File: config.mk
export PLATFORM = sky130hd
export DESIGN_NAME = spi_slave_multich
export DESIGN_NICKNAME = d
export VERILOG_FILES = /design/src/rtl/spi_slave_multich.sv
export SDC_FILE = /design/constraint.sdc
export NUM_CORES = 1
export LEC_CHECK = 0
export ABC_AREA = 1
export CAP_MARGIN = 20
export CORE_MARGIN = 4
export CORE_UTILIZATION = 57
export DETAILED_ROUTE_END_ITERATION = 8
export PLACE_DENSITY = 0.85
export SLEW_MARGIN = 10
export SYNTH_ARGS = -nofsm -noshare
export SYNTH_HDL_FRONTEND = slang
export SYNTH_SLANG_ARGS = --single-unit
File: constraint.sdc
create_clock -name clk -period 6.3 [get_ports clk]
set_input_delay 0.63 -clock clk [delete_from_list [all_inputs] [get_ports clk]]
set_output_delay 0.63 -clock clk [all_outputs]
set_load 0.01 [all_outputs]
File: src/rtl/spi_slave_multich.sv
// SPI slave that exchanges one frame of CH_COUNT x CH_WIDTH bits per chip-select window.
// Frames are committed to rx_data only when exactly FRAME_BITS bits were sampled.
module spi_slave_multich #(
  parameter int CH_COUNT = 2,
  parameter int CH_WIDTH = 16,
  parameter int CPOL     = 0,
  parameter int CPHA     = 0,
  parameter int RX_RESET = 256
) (
  input  logic                         clk,
  input  logic                         rst,
  input  logic                         SPI_CLK,
  input  logic                         SPI_PICO,
  input  logic                         SPI_CS,
  output logic                         SPI_POCI,
  input  logic [CH_COUNT*CH_WIDTH-1:0] tx_data,
  output logic [CH_COUNT*CH_WIDTH-1:0] rx_data,
  output logic                         rx_valid,
  output logic                         frame_err,
  output logic [15:0]                  good_frames
);

  localparam int FRAME_BITS = CH_COUNT * CH_WIDTH;
  localparam int CNT_W      = $clog2(FRAME_BITS + 1);
  localparam logic [CNT_W-1:0]      FRAME_END = CNT_W'(FRAME_BITS);
  localparam logic [CH_WIDTH-1:0]   RX_WORD   = CH_WIDTH'(RX_RESET);
  localparam logic [FRAME_BITS-1:0] RX_INIT   = {CH_COUNT{RX_WORD}};
  localparam logic POL = (CPOL != 0);
  localparam logic PHA = (CPHA != 0);

  typedef enum logic [1:0] {IDLE, ACTIVE, OVERRUN} state_t;

  state_t state, state_next;

  logic [2:0]            sclk_sync;
  logic [2:0]            cs_sync;
  logic [1:0]            pico_sync;
  logic [CNT_W-1:0]      bit_cnt;
  logic [FRAME_BITS-1:0] rx_shift;
  logic [FRAME_BITS-1:0] tx_shift;
  logic                  first_drive;

  logic sclk_rise, sclk_fall, lead_edge, trail_edge, sample_edge, drive_edge;
  logic cs_fall, cs_rise, cs_high, frame_full;
  logic do_load, do_sample, do_drive, do_commit, do_err, tx_shift_en;

  // Input synchronisers: PICO uses two flops so it lines up with the clock edge decode.
  always_ff @(posedge clk) begin
    if (!rst) begin
      sclk_sync <= {3{POL}};
      cs_sync   <= 3'b111;
      pico_sync <= 2'b00;
    end else begin
      sclk_sync <= {sclk_sync[1:0], SPI_CLK};
      cs_sync   <= {cs_sync[1:0], SPI_CS};
      pico_sync <= {pico_sync[0], SPI_PICO};
    end
  end

  assign sclk_rise   = sclk_sync[1] & ~sclk_sync[2];
  assign sclk_fall   = ~sclk_sync[1] & sclk_sync[2];
  assign lead_edge   = POL ? sclk_fall : sclk_rise;
  assign trail_edge  = POL ? sclk_rise : sclk_fall;
  assign sample_edge = PHA ? trail_edge : lead_edge;
  assign drive_edge  = PHA ? lead_edge : trail_edge;

  assign cs_fall    = cs_sync[2] & ~cs_sync[1];
  assign cs_rise    = ~cs_sync[2] & cs_sync[1];
  assign cs_high    = cs_sync[1];
  assign frame_full = (bit_cnt == FRAME_END);

  // CS deassertion has priority over any SCLK edge detected in the same cycle.
  assign do_load     = (state == IDLE) && cs_fall;
  assign do_sample   = (state == ACTIVE) && !cs_high && sample_edge && !frame_full;
  assign do_drive    = (state != IDLE) && !cs_high && drive_edge;
  assign do_commit   = (state == ACTIVE) && cs_rise && frame_full;
  assign do_err      = cs_rise && (((state == ACTIVE) && !frame_full) || (state == OVERRUN));
  assign tx_shift_en = do_drive && !(PHA && first_drive);

  always_ff @(posedge clk) begin
    if (!rst) state <= IDLE;
    else      state <= state_next;
  end

  always_comb begin
    state_next = state;
    case (state)
      IDLE:    if (cs_fall) state_next = ACTIVE;
      ACTIVE: begin
        if (cs_high)                        state_next = IDLE;
        else if (sample_edge && frame_full) state_next = OVERRUN;
      end
      OVERRUN: if (cs_high) state_next = IDLE;
      default: state_next = IDLE;
    endcase
  end

  // Shift registers carry no reset; their contents are only observed while a frame is open.
  always_ff @(posedge clk) begin
    if (do_load)          tx_shift <= tx_data;
    else if (tx_shift_en) tx_shift <= {tx_shift[FRAME_BITS-2:0], 1'b0};
    if (do_sample)        rx_shift <= {rx_shift[FRAME_BITS-2:0], pico_sync[1]};
  end

  always_ff @(posedge clk) begin
    if (!rst) begin
      bit_cnt     <= '0;
      first_drive <= 1'b0;
      rx_data     <= RX_INIT;
      rx_valid    <= 1'b0;
      frame_err   <= 1'b0;
      good_frames <= 16'd0;
    end else begin
      rx_valid  <= do_commit;
      frame_err <= do_err;
      if (do_load) begin
        bit_cnt     <= '0;
        first_drive <= 1'b1;
      end else begin
        if (do_sample) bit_cnt     <= bit_cnt + CNT_W'(1);
        if (do_drive)  first_drive <= 1'b0;
      end
      if (do_commit) begin
        rx_data     <= rx_shift;
        good_frames <= good_frames + 16'd1;
      end
    end
  end

  assign SPI_POCI = (state != IDLE) ? tx_shift[FRAME_BITS-1] : 1'b0;

endmodule

==> flow_summary.yaml, run 1 <==
timing:
  setup_viol_count_final: 0
  min_period_over_period_pct: 35.4
  whs_ns: 0.408
  hold_viol: 0
  finalSetupTns_ns: 0
  fin_crit_ns: 2.23
  slew_headroom_pct: 40.2
  tightest_slew_ns: 0.898
  rsz0062_at_grt: "false"
  slew_viol_final: 0
  clock_skew_ns: 0.00781
  fin_ws_ns: 4.07
  fmax_ghz: 0.448
global_routing:
  use_met3_pct: 5.41
  grt_first_pass_wirelength_um: 17000
  grt_pass1_vias: 3652
  grt.overflow.total: 0
  use_met2_pct: 35.4
  grt_max_degree: 58
  gr-usage-all-layers_pct: 21.0
  grt_use_met1_pct: 25.9
  busiest_layer: "met2"
  antenna_found_initial: 0
placement:
  place_ws_ns: 4.04
  place_congestion: 0.813
  placed_cell_area_mm2: 0.00603
  io_buffers: 87
  hpwl_um: 6710
power_and_ir_drop:
  ir_drop_v: 0.000224
  p_leak_nw: 2.65
  p_per_area_mw_per_mm2: 288
floorplanning:
  dieArea_mm2: 0.0106
  die_x_um: 103
  die_h_um: 103
  initial_core_util_pct: 58.7
  pin_count: 88
  core_mm2: 0.00876
  fp-row-count: 34
drt:
  drt_first_iter_violations: 222
  vias: 3708
  drc: 0
  dr.pass1.iters: 5
  wirelength_um: 10500
  wire_per_inst_um: 14.8
  routed_via_density: 5.23
  antenna_left: 0
cts:
  cts_max_path_buffers: 2
  insertion_delay_ns: 0.51
  cts_buffers: 17
  cts_sinks: 130
  cts.htree.levels: 4
  tritoncts: "built"
  postCtsSetupBuffers: 0
  root_buffer: "clkbuf_8"
  cts_resized: 0
  clk_pin_slew_ns: 0.06
  holdBufCountCts: 0
synthesis:
  synth_edf_count: 64
  avgSynthCellArea_um2: 10.3
  synth_nets: 538
  synth_cell_type_count: 28
  syn_inst: 498
  ys_seq_area_share_pct: 63.0
  synth_top_flop_cell: "dfxtp_1"
  synth_async_sr_flop_share_pct: 0
  syn_area_mm2: 0.00515
  ys_ff_latch: 130
  ys_warn_count: 0
cells_and_area:
  antenna_cells_inserted: 0
  final_cell_area_mm2: 0.00664
  multi_input_area_mm2: 0.00157
  fillers: 556
  area_growth_syn_to_layout_pct: 29.1
  num-nets-final: 628
  layout.area.seq_mm2: 0.00324
  final_cell_mix: "nor2_1, clkdlybuf4s50_1, nand2_1, dfxtp_1, edfxtp_1"
  drive_gt1_share_pct: 14.5
worst_setup_path:
  crit_path_start_kind: "flip-flop"
  cp_max_fo: 4
  arrival_ns: 1.60
  crit_required_ns: 5.67
  worstSetupPathType: "flip-flop to output pin"
  end_kind: "output pin"
job:
  maxCapViolCount: 0
status:
  run_status: "completed"
hold_path:
  hp-class: "flip-flop to flip-flop"
-- per-stage QoR --
stage	cells	total power [mW]	util, %
6_report	709	1.91	75.8
5_1_grt	709	1.97	75.8
4_1_cts	708	1.92	75.5
3_5_place_dp	676	0.985	68.8
3_3_place_gp	676	0.982	68.8
2_1_floorplan	498	0.953	-
-- where the power goes --
part	internal (mW)	switching, mW
registers	0.896	0.00365
logic	0.0376	0.0299
clock network	0.577	0.368
-- final timing paths --
kind,slack [ns],endpoint,cells past startpoint,from
max,4.07,SPI_POCI,3,state[0]
min,0.41,rx_shift[0],0,pico_sync[1]
max reg2reg,4.08,tx_shift[1],4,state[1]
min reg2reg,0.41,rx_shift[0],0,pico_sync[1]
-- per-layer routing --
layer	part of all wire [%]	vias up	wire length, um
met5	0	-	0
met4	1.6	0	163
met3	4.9	13	517
met2	52	113	5450
met1	41	1761	4330
li1	-	1821	-
-- cells by family after synthesis --
family	after synthesis	share of synthesized area [%]
AND/OR/NAND/NOR	204	16.8
multiplexers	31	6.78
XOR/XNOR	4	0.681
adder cells (fa/ha/maj)	3	0.729
buffers and inverters	72	6.52
AO/OA/AOI/OAI	54	5.52
flip-flops	130	63.0
-- cells in the mapped netlist (5+ instances only) --
master    number  area (um^2)
a21oi_1       13         65.1
buf_6          7         78.8
dfxtp_1       66         1320
edfxtp_1      64         1920
inv_1         50          188
mux2_2        31          349
nand2_1       76          285
nand3_1       19         95.1
nand4_1        8         50.1
nor2_1        86          323
nor2_2         5         31.3
o21ai_0       32          160
o21ai_1        5         25.0
-- worst max-delay path, cell delays in order, from the launching register on --
cell             delay (ns)
dfxtp_1                0.38
nor2_2                 0.08
nor2_1                 0.08
clkdlybuf4s50_1        0.56
-- area by class of cell --
| class | instances | area share, % |
|---|---|---|
| well taps | 108 | 2.03 |
| flip-flops and latches | 130 | 48.8 |
| clock buffers | 20 | 7.04 |
| multi-input cells | 296 | 23.7 |
| clock inverters | 12 | 1.77 |
| inverters | 53 | 2.99 |
| repair buffers | 90 | 13.7 |
-- state kept, by name, indices dropped and copies added (netlist names), 3 cells and up --
register     cells
bit_cnt          6
cs_sync          3
good_frames     16
rx_data         32
rx_shift        32
sclk_sync        3
tx_shift        32
Note: power is estimated with default switching activity, not from simulation.
==> inputs of run 2 (changes only) <==
CORE_UTILIZATION = 47   (was 57)
PLACE_DENSITY = 0.75   (was 0.85)
clock period = 2 ns   (was 6.3 ns; I/O delays follow)
==> flow_summary.yaml, run 2 (synthesized netlist as in run 1, its figures left out) <==
job:
  maxCapViolCount: 0
global_routing:
  grt_first_pass_wirelength_um: 17400
  gr-usage-all-layers_pct: 17.1
  grt_pass1_vias: 3714
  grt_max_degree: 34
  antenna_found_initial: 0
  grt.overflow.total: 0
power_and_ir_drop:
  p_switching_mw: 1.28
  p_leak_nw: 2.67
  ir_drop_v: 0.000592
  p_seq_share_pct: 47.5
  total_power_mw: 5.96
  swShare_pct: 21.5
  combPwrFrac_pct: 3.6
  intPower_mw: 4.68
  pwr-share-clk_pct: 48.8
  p_per_area_mw_per_mm2: 887
timing:
  setup_viol_count_final: 0
  finalSetupTns_ns: 0
  tightest_slew_ns: 0.489
  rsz0062_at_grt: "false"
  clock_skew_ns: 0.00697
  fin_crit_ns: 1.81
  fmax_ghz: 0.553
  hold_viol: 0
  slew_headroom_pct: 67.3
  min_period_over_period_pct: 90.5
  slew_viol_final: 0
  whs_ns: 0.204
floorplanning:
  pin_count: 88
  die_h_um: 113
  die_x_um: 113
  core_mm2: 0.0105
  fp-row-count: 37
  initial_core_util_pct: 49.0
  dieArea_mm2: 0.0127
cells_and_area:
  largestRegisters: "rx_data: 32 flops, rx_shift: 32 flops, tx_shift: 32 flops"
  fin_cells: 744
  area_growth_syn_to_layout_pct: 30.5
  layout.area.seq_mm2: 0.00324
  num-nets-final: 635
  drive_gt1_share_pct: 15.1
  fillers: 826
  multi_input_area_mm2: 0.00157
  antenna_cells_inserted: 0
  final_cell_mix: "clkdlybuf4s50_1, nor2_1, nand2_1, dfxtp_1, edfxtp_1"
  final_common_cell: "clkdlybuf4s50_1"
drt:
  wirelength_um: 10400
  vias: 3697
  routed_via_density: 4.97
  drt_first_iter_violations: 189
  drc: 0
  antenna_left: 0
  dr.pass1.iters: 4
  wire_per_inst_um: 14.0
worst_setup_path:
  crit_required_ns: 1.80
  crit_path_top_delay_cell: "clkdlybuf4s50_1"
  critical-path-top-delay-family: "buffers and inverters"
  cp_max_fo: 4
  end_kind: "output pin"
  worstSetupPathType: "flip-flop to output pin"
  arrival_ns: 1.61
  r2r_cells: 8
  critPathMaxStageDelay_ns: 0.48
  crit_path_start_kind: "flip-flop"
  crit_buf_inv: 1
  path_depth: 3
  crit_chain: "nor2_2 > nor2_1 > clkdlybuf4s50_1"
cts:
  cts_resized: 0
  holdBufCountCts: 0
  cts.htree.levels: 4
  cts_sinks: 130
  cts_max_path_buffers: 2
  root_buffer: "clkbuf_8"
  postCtsSetupBuffers: 0
  clk_pin_slew_ns: 0.06
  cts_buffers: 17
  insertion_delay_ns: 0.52
  tritoncts: "built"
hold_path:
  hp-class: "input port to flip-flop"
  min_path_cells: 3
placement:
  hpwl_um: 6910
  numPlacedInstances: 712
  place_congestion: 0.768
  io_buffers: 87
status:
  run_status: "completed"
[run 2: cell count changes in the layout (fill, tap and decap cells not counted), moves of 2 or more]
cell and change:
clkinv_4 -2, clkinv_1 +2, clkinvlp_4 +2, inv_4 -2, buf_4 +6, buf_12 +2
[run 2: worst paths after layout]
kind,from,to,slack [ns]
worst max-delay path,state[1],SPI_POCI,0.19
worst min-delay path,SPI_CLK,sclk_sync[0],0.20
worst max register to register,bit_cnt[0],bit_cnt[3],0.20
worst min register to register,pico_sync[1],rx_shift[0],0.41
[run 2: power groups by stage]
stage,sequential [mW],combinational (mW),clock (mW)
after floorplan,2.89,0.115,0
after global placement,2.89,0.214,0
after detailed placement,2.89,0.219,0
after CTS,2.83,0.221,2.97
after global routing,2.83,0.240,3.09
final,2.83,0.217,2.91
[run 2: through the flow]
stage               util (%)  worst slack (ns)  instance area [um^2]
floorplan                  -             0.245                  5150
global placement        58.6             0.299                  6150
detailed placement      58.6             0.196                  6150
CTS                     63.9             0.149                  6720
global route            63.9            0.0594                  6720
finish                  63.9             0.191                  6720
[run 2: worst reg2reg max path: cells and delay by family, from the launching register on]
kind | cells | cell delay (ns)
adder cells (fa/ha/maj) | 1 | 0.23
buffers and inverters | 3 | 0.57
flip-flops | 1 | 0.39
AND/OR/NAND/NOR | 3 | 0.37
AO/OA/AOI/OAI | 1 | 0.15
[run 2: metal layers]
| metal | share of wire, % | GRT usage (%) | up-vias |
|---|---|---|---|
| li1 | - | - | 1831 |
| met1 | 43 | 20.4 | 1737 |
| met2 | 49 | 27.5 | 108 |
| met3 | 6.5 | 6.20 | 21 |
| met4 | 1.9 | 8.33 | 0 |
| met5 | 0 | 0 | - |
[run 2: area by class of cell]
type | count | area share (%)
Clock inverter | 14 | 1.84
Clock buffer | 18 | 6.54
Inverter | 53 | 2.96
Multi-Input combinational cell | 296 | 23.4
Timing Repair Buffer | 97 | 14.5
Sequential cell | 130 | 48.3
Tap cell | 136 | 2.53
==> inputs of run 3 (changes only) <==
ABC_AREA = 0   (was 1)
SKIP_LAST_GASP = 1   (was not set)
==> flow_summary.yaml, run 3 <==
status:
  run_status: "completed"
cts:
  tritoncts: "built"
  clk_pin_slew_ns: 0.06
  cts_max_path_buffers: 2
  cts_buffers: 17
  cts_sinks: 130
  cts.htree.levels: 4
  postCtsSetupBuffers: 0
  insertion_delay_ns: 0.51
  root_buffer: "clkbuf_8"
  holdBufCountCts: 0
cells_and_area:
  fillers: 770
  postLayoutCoreUtil_pct: 64.6
  num-nets-final: 543
  largestRegisters: "rx_data: 32 flops, rx_shift: 32 flops, tx_shift: 32 flops"
  antenna_cells_inserted: 0
  final_cell_mix: "clkdlybuf4s50_1, nand2_1, dfxtp_1, edfxtp_1, a21oi_1"
  area_growth_syn_to_layout_pct: 34.8
  final_common_cell: "clkdlybuf4s50_1"
  drive_gt1_share_pct: 18.0
timing:
  finalSetupTns_ns: 0
  clock_skew_ns: 0.0164
  slew_viol_final: 0
  hold_viol: 0
  fmax_ghz: 0.561
  fin_ws_ns: 0.217
  tightest_slew_ns: 0.401
  min_period_over_period_pct: 89.2
  rsz0062_at_grt: "false"
  slew_headroom_pct: 73.2
  setup_viol_count_final: 0
  fin_crit_ns: 1.78
synthesis:
  synth_edf_count: 64
  yosysTopAreaCell: "edfxtp_1"
  yosysTopAreaCellShare_pct: 39.2
  syn_area_mm2: 0.00490
  synth_nets: 442
  synth_async_sr_flop_share_pct: 0
  ys_seq_area_share_pct: 66.2
  ys_ff_latch: 130
  yosysMostFrequentCell: "nand2_1"
  avgSynthCellArea_um2: 12.2
  synth_area_leaders: "edfxtp_1, dfxtp_1, mux2_2"
  synth_top_flop_cell: "dfxtp_1"
  synth_cell_type_count: 41
  syn_inst: 402
  ys_warn_count: 0
  synthTopCellsByCount: "nand2_1, dfxtp_1, edfxtp_1"
drt:
  drt_first_iter_violations: 160
  wirelength_um: 9450
  drc: 0
  vias: 3362
  antenna_left: 0
  wire_per_inst_um: 14.5
  routed_via_density: 5.16
  dr.pass1.iters: 4
global_routing:
  grt_pass1_vias: 3289
  grt_max_degree: 37
  grt_first_pass_wirelength_um: 15200
  grt.overflow.total: 0
  antenna_found_initial: 0
  gr-usage-all-layers_pct: 16.3
power_and_ir_drop:
  ir_drop_v: 0.000511
  p_per_area_mw_per_mm2: 878
  p_leak_nw: 2.21
hold_path:
  min_from: "SPI_CS"
  hp-class: "input port to flip-flop"
worst_setup_path:
  crit_required_ns: 2.44
  timing.rr.start: "bit_cnt[2]"
  arrival_ns: 2.22
  worstSetupPathType: "flip-flop to flip-flop"
  cp_max_fo: 16
  crit_path_start_kind: "flip-flop"
  end_kind: "flip-flop"
  startpoint: "bit_cnt[2]"
floorplanning:
  core_mm2: 0.0102
  dieArea_mm2: 0.0121
  pin_count: 88
  die_h_um: 110
  fp-row-count: 37
  initial_core_util_pct: 47.9
  die_x_um: 110
job:
  maxCapViolCount: 0
placement:
  hpwl_um: 6340
  io_buffers: 87
  place_congestion: 0.772
  place_ws_ns: 0.152
==> run 3: through the flow <==
| stage | instance area (um^2) | power, mW | instances | hold WS [ns] |
|---|---|---|---|---|
| after global placement | 6050 | 3.05 | 620 | 0.391 |
| after detailed placement | 6050 | 3.06 | 620 | 0.391 |
| after floorplan | 4960 | 2.95 | 402 | 0.273 |
| after global routing | 6610 | 6.01 | 652 | 0.263 |
| final | 6610 | 5.80 | 652 | 0.262 |
| after CTS | 6600 | 5.85 | 652 | 0.243 |
==> run 3: routing by layer <==
metal / vias to the layer above / wire (um) / track usage (%)
met5: - / 0 / 0
met4: 0 / 123 / 5.45
met3: 13 / 766 / 6.41
met2: 102 / 4470 / 26.4
met1: 1596 / 4090 / 19.9
li1: 1651 / - / -
==> run 3: cell families after synthesis <==
logic type	Yosys count	synth area share (%)
AO/OA/AOI/OAI	64	7.27
AND/OR/NAND/NOR	145	15.2
flip-flops	130	66.2
adder cells (fa/ha/maj)	3	0.766
XOR/XNOR	5	0.893
buffers and inverters	22	2.14
multiplexers	33	7.53
==> run 3: layout make-up <==
cell class	count	area [um^2]	share of cell area (%)
flip-flops and latches	130	3250	49.1
multi-input cells	250	1620	24.6
repair buffers	101	1010	15.3
clock buffers	17	414	6.27
well taps	136	170	2.57
clock inverters	15	133	2.01
inverters	3	11.3	0.170
==> run 3: power breakdown <==
group          switching, mW  internal, mW
Clock                   1.23          1.57
Combinational         0.0672         0.112
Sequential           0.00834          2.81
Total                   1.31          4.49
==> run 3: path summary, 6_finish.rpt <==
kind                     endpoint  slack [ns]  cells past startpoint
setup / recovery  good_frames[15]        0.22                      4
hold / removal         cs_sync[0]        0.26                      2
setup reg to reg  good_frames[15]        0.22                      4
hold reg to reg       rx_shift[0]        0.40                      0
==> run 3: critical path, stage by stage (launching register included) <==
cell,delay [ns]
dfxtp_1,0.36
nor3b_4,0.41
nand4_4,0.27
or4_1,0.54
a21oi_1,0.14
==> run 3: what timing repair did <==
action | in CTS | in global routing
gates cloned | 0 | 0
pin swaps | 0 | 0
endpoints found under the setup margin | 1 | 2
resized for setup | 1 | 1
hold endpoints to repair | 0 | 0
==> variant 1: new RTL, config.mk and constraints of run 3 <==
One comparison of `bit_cnt` changes from == to >=.
--- a/src/rtl/spi_slave_multich.sv
+++ b/src/rtl/spi_slave_multich.sv
@@ -67,7 +67,7 @@
   assign cs_fall    = cs_sync[2] & ~cs_sync[1];
   assign cs_rise    = ~cs_sync[2] & cs_sync[1];
   assign cs_high    = cs_sync[1];
-  assign frame_full = (bit_cnt == FRAME_END);
+  assign frame_full = (bit_cnt >= FRAME_END);
 
   // CS deassertion has priority over any SCLK edge detected in the same cycle.
   assign do_load     = (state == IDLE) && cs_fall;
Check against the original RTL: same outputs for any inputs over 10 cycles, from zero or initial values and one cycle with rst low; that may be too few to reach the edited logic, so the function may still have changed.
==> variant 1 against run 3 <==
  * Synthesized area shrank 1.3%
  * Worst setup slack got worse by 0.11 ns
  * Sequential cell count did not move
  * First-iteration DRC count grew 10%
  * Cell area is 1.8% lower
  * Die area is 1.2% lower
  * Fmax decreased by 5.9%
  * Global-route usage increased by 0.30 points
  * Power decreased by 0.79%
  * Via count decreased by 2.1%
  * Routed wire length shrank 1.5%
  * Highest routed layer unchanged
==> variant 1: results (changes against run 3) <==
- By count the netlist is led by nand2_1, dfxtp_1, edfxtp_1, a21oi_1, mux2_2.
- The instance count after placement with tap cells included is 615 (-0.81%).
- The compound-cell area share of the yosys netlist is 0.0559 (-0.0169).
- The number of DRC markers after the initial detailed-route iteration came to 176 (+10%).
- The ratio of routed vias to standard cells is 5.09 (-1.4%).
- The largest net degree at the start of global routing was 35 (-5.4%).
- The post-synthesis sequential area ratio is 0.670 (+0.00873).
- The layout multi-input combinational cell count came to 245 (-2.0%).
- Sorting the synthesized cells by area gives the leading types as edfxtp_1, dfxtp_1, mux2_2, nand2_1, a21oi_1.
- The global placer's final weighted congestion was 0.811 (+5.1%).
- Among cell families on the critical path, the largest total delay comes from buffers and inverters.
- The proportion of cell area occupied by multi-input gates is 0.230 (-0.0154).
- The design internal power is 4.55 mW (+1.2%).
- The peak ir drop on the vdd network is 0.587 mV (+15%).
- The number of nets in the finished design was 541 (-0.37%).
- The average wire per standard cell is 14.4 um (-0.73%).
- The synthesized instance count is 403 (+0.25%).
- The xor-xnor portion of the synthesized cell area came to 0.0235 (+0.0146).
- The critical path arrival is 1.70 ns (-0.52 ns).
- The portion of the clock cycle consumed by the worst path in the final layout is 0.948 (+0.0558).
- The adder-cell share of the synthesized area is 0.00776 (+0.000101).
- The sequential fraction of total cell area was 0.500 (+0.00880).
- The cell with the largest stage delay on the worst path is clkdlybuf4s50_1.
- The wire length of the first global-routing pass is 15200 um (+0.41%).
- The clock buffer and inverter area fraction after layout was 0.0829 (+0.000134).
- The clock tree buffer count of the final layout came to 21 (+4).
- The unique cell type count in the Yosys netlist came to 36 (-12%).
- The number of logic inverters in the finished layout is 7 (+4).
- The non-clock buffer total of the final layout is 100 (-0.99%).
- The flow ran to the end, and the final reports show no timing, DRC or antenna violations.
- The total routing usage reported by global routing was 0.166 (+0.00300).
- The leakage dissipation was 2.16 nW (-2.0%).
- The multi-input gate area in the final layout is 0.00149 sq mm (-7.9%).
- The worst slew margin relative to its limit is 0.733 (about the same).
- The synthesized netlist net count was 443 (+0.23%).
- The mux cell area share after synthesis is 0.0721 (-0.00314).
## variant 1: worst paths after layout
path	from	endpoint	depth (start not counted)
min reg2reg	pico_sync[1]	rx_shift[0]	0
max reg2reg	good_frames[4]	good_frames[12]	4
min	SPI_CS	cs_sync[0]	2
max	state[1]	SPI_POCI	3
## variant 1: power groups by stage
| stage | Clock (mW) | Sequential [mW] | Combinational (mW) |
|---|---|---|---|
| 3_5_place_dp | 0 | 2.88 | 0.181 |
| 3_3_place_gp | 0 | 2.88 | 0.179 |
| 2_1_floorplan | 0 | 2.87 | 0.0834 |
| 5_1_grt | 2.96 | 2.82 | 0.193 |
| 6_report | 2.76 | 2.82 | 0.178 |
| 4_1_cts | 2.81 | 2.82 | 0.181 |
## variant 1: routing by layer
layer  global-route usage  part of all wire  vias up
met3               0.0669             0.064       12
met2                0.269              0.50       94
met5                    0                 0        -
met4               0.0650             0.011        0
met1                0.198              0.42     1579
li1                     -                 -     1605
==> variant 2: new RTL, flow settings as in run 3 <==
Without the edit above. `CH_WIDTH`: 16 -> 8.
--- a/src/rtl/spi_slave_multich.sv
+++ b/src/rtl/spi_slave_multich.sv
@@ -2,7 +2,7 @@
 // Frames are committed to rx_data only when exactly FRAME_BITS bits were sampled.
 module spi_slave_multich #(
   parameter int CH_COUNT = 2,
-  parameter int CH_WIDTH = 16,
+  parameter int CH_WIDTH = 8,
   parameter int CPOL     = 0,
   parameter int CPHA     = 0,
   parameter int RX_RESET = 256
Interface: changed (resized rx_data and tx_data); port bits go from 88 to 56. No check against the original RTL was run, so the function may have changed too.
==> variant 2 against run 3 <==
  * Power down 50%
  * Critical path depth is 1 lower
  * Routed wire length shrank 36%
  * Cell area down 38%
  * Worst setup slack worse by 0.11 ns
  * Fmax decreased by 5.6%
  * Sequential share of layout area decreased by 1.6 points
  * Sequential cell count is 49 lower
  * Sequential power down 39%
  * Highest routed layer unchanged
  * Non-clock buffer count down 27
  * Synthesized area down 36%
  * Clock power shrank 62%
  * Combinational power fell by 41%
  * Utilization down 0.97 points
==> variant 2: results (changes against run 3) <==
- The number of buffers created by CTS is 9 (-8).
- The count of warnings emitted by yosys is 0 (unchanged).
- The initial antenna violation count is 0 (unchanged).
- The via count of the first global-routing pass is 2154 (-35%).
- The wire length of the first global-routing pass is 9790 um (-36%).
- The total routed wirelength was 6090 um (-36%).
- The leakage dissipation is 1.35 nW (-39%).
- The number of nets in the finished design is 372 (-31%).
- The share of layout cells above drive strength 1 is 0.161 (-0.0188).
- The class of the worst hold path is in2reg.
- The worst setup timing slack at the placement stage is -0.0645 ns (-0.216 ns).
- The run finished with clean final reports.
- The register clock-pin slew on the reported worst setup and hold paths was 0.08 ns (+0.02 ns).
- The global placer's final weighted congestion is 0.826 (+7.1%).
- The level count of the clock H-tree was 3 (-1).
- The synthesized netlist net count is 297 (-33%).
- The number of enable flip-flop cells after synthesis is 32 (-50%).
- The largest net degree at the start of global routing was 34 (-8.1%).
- The number of buffers on the longest clock path is 2 (unchanged).
- The number of port buffers is 55 (-37%).
- The number of diodes added for antenna fixing came to 0 (unchanged).
- The latest clock arrival within the worst-skew pair is 0.35 ns (-0.16 ns).
- The final clock skew is 0.00613 ns (-0.0103 ns).
- The unique cell type count in the Yosys netlist was 35 (-15%).
- The sum of net half-perimeters after detailed placement is 4230 um (-33%).
- The total routing usage reported by global routing is 0.163 (+0.000185).
- The cell sitting at the root of the clock tree is a clkbuf_8.
- The number of vias after detailed routing is 2256 (-33%).
- The critical path arrival is 1.69 ns (-0.53 ns).
- By count the netlist is led by dfxtp_1, nand2_1, edfxtp_1, a21oi_1, nor2_1.
- The maximum fanout along the worst path is 7 (-9).
- The worst slew margin relative to its limit is 0.718 (-0.0147).
- The peak ir drop on the vdd network is 0.489 mV (-4.4%).
- The first-pass iteration count of the detailed router was 4 (unchanged).
- The number of DRC markers after the initial detailed-route iteration is 103 (-36%).
- The async set-or-reset flop fraction in the synthesized netlist is 0 (unchanged).
- The layout filler cell count is 509 (-34%).
- The post-synthesis sequential area ratio is 0.621 (-0.0410).
- By area the synthesized netlist is led by dfxtp_1, edfxtp_1, mux2_2, nand2_1, a21oi_1.
[variant 2: changes by cell type in the layout (fill, tap and decap cells not counted), moves of 8 or more]
cell,run 3,this run
nand2_1,75,40
edfxtp_1,64,32
clkdlybuf4s50_1,86,55
a21oi_1,47,26
clkbuf_16,16,0
dfxtp_1,64,48
mux2_2,31,15
nor2_1,10,21
clkbuf_8,1,9
[variant 2: logic make-up after synthesis]
| family | share of synthesized area |
|---|---|
| buffers and inverters | 0.0212 |
| AOI/OAI and AO/OA | 0.0528 |
| and+or+nand+nor | 0.203 |
| adders and majority gates | 0.0120 |
| DFF | 0.621 |
| muxes | 0.0572 |
| xor gates and xnor gates | 0.0336 |
[variant 2: area by class of cell]
type	instances	area, sq um	area share
clock buffers	9	124	0.0303
flip-flops and latches	81	1940	0.476
multi-input cells	177	1140	0.280
well taps	77	96.3	0.0236
inverters	5	18.8	0.00459
repair buffers	74	706	0.173
clock inverters	7	53.8	0.0132
[variant 2: stage by stage]
step                      total power, mW  std cells  area, sq um  hold slack (ns)
after global placement               1.87        410         3870            0.388
after detailed placement             1.88        410         3870            0.393
final                                2.92        430         4090            0.398
after floorplan                      1.82        273         3140            0.273
after CTS                            2.95        428         4070            0.380
after global routing                 3.02        430         4090            0.396
[variant 2: routing by layer]
| layer | vias to the layer above | wire length, um | GRT usage |
|---|---|---|---|
| met1 | 1071 | 2740 | 0.204 |
| met2 | 59 | 2880 | 0.251 |
| met4 | 0 | 121 | 0.0907 |
| li1 | 1113 | - | - |
| met5 | - | 0 | 0 |
| met3 | 13 | 352 | 0.0493 |
[variant 2: final timing paths]
path	from	to	slack (ns)	depth (start not counted)
max	state[1]	SPI_POCI	0.11	3
min	SPI_CS	cs_sync[0]	0.40	2
max reg2reg	bit_cnt[0]	good_frames[15]	0.14	6
min reg2reg	cs_sync[0]	cs_sync[1]	0.41	1
[variant 2: worst max-delay path, cell delays in order, from the launching register on]
cell and delay (ns):
dfxtp_1 0.49, nor2_1 0.14, nor2b_1 0.16, clkdlybuf4s50_1 0.56
[variant 2: timing repair]
action	CTS	global route
endpoints found under the setup margin	1	6
gates resized for setup	0	2
setup buffers	2	2
pin swaps	1	0
[variant 2: report_power, final]
| part | switching, mW | leakage (nW) | internal, mW |
|---|---|---|---|
| sequential | 0.00668 | 0.687 | 1.72 |
| clock | 0.621 | 0.0901 | 0.459 |
| combinational | 0.0404 | 0.578 | 0.0654 |
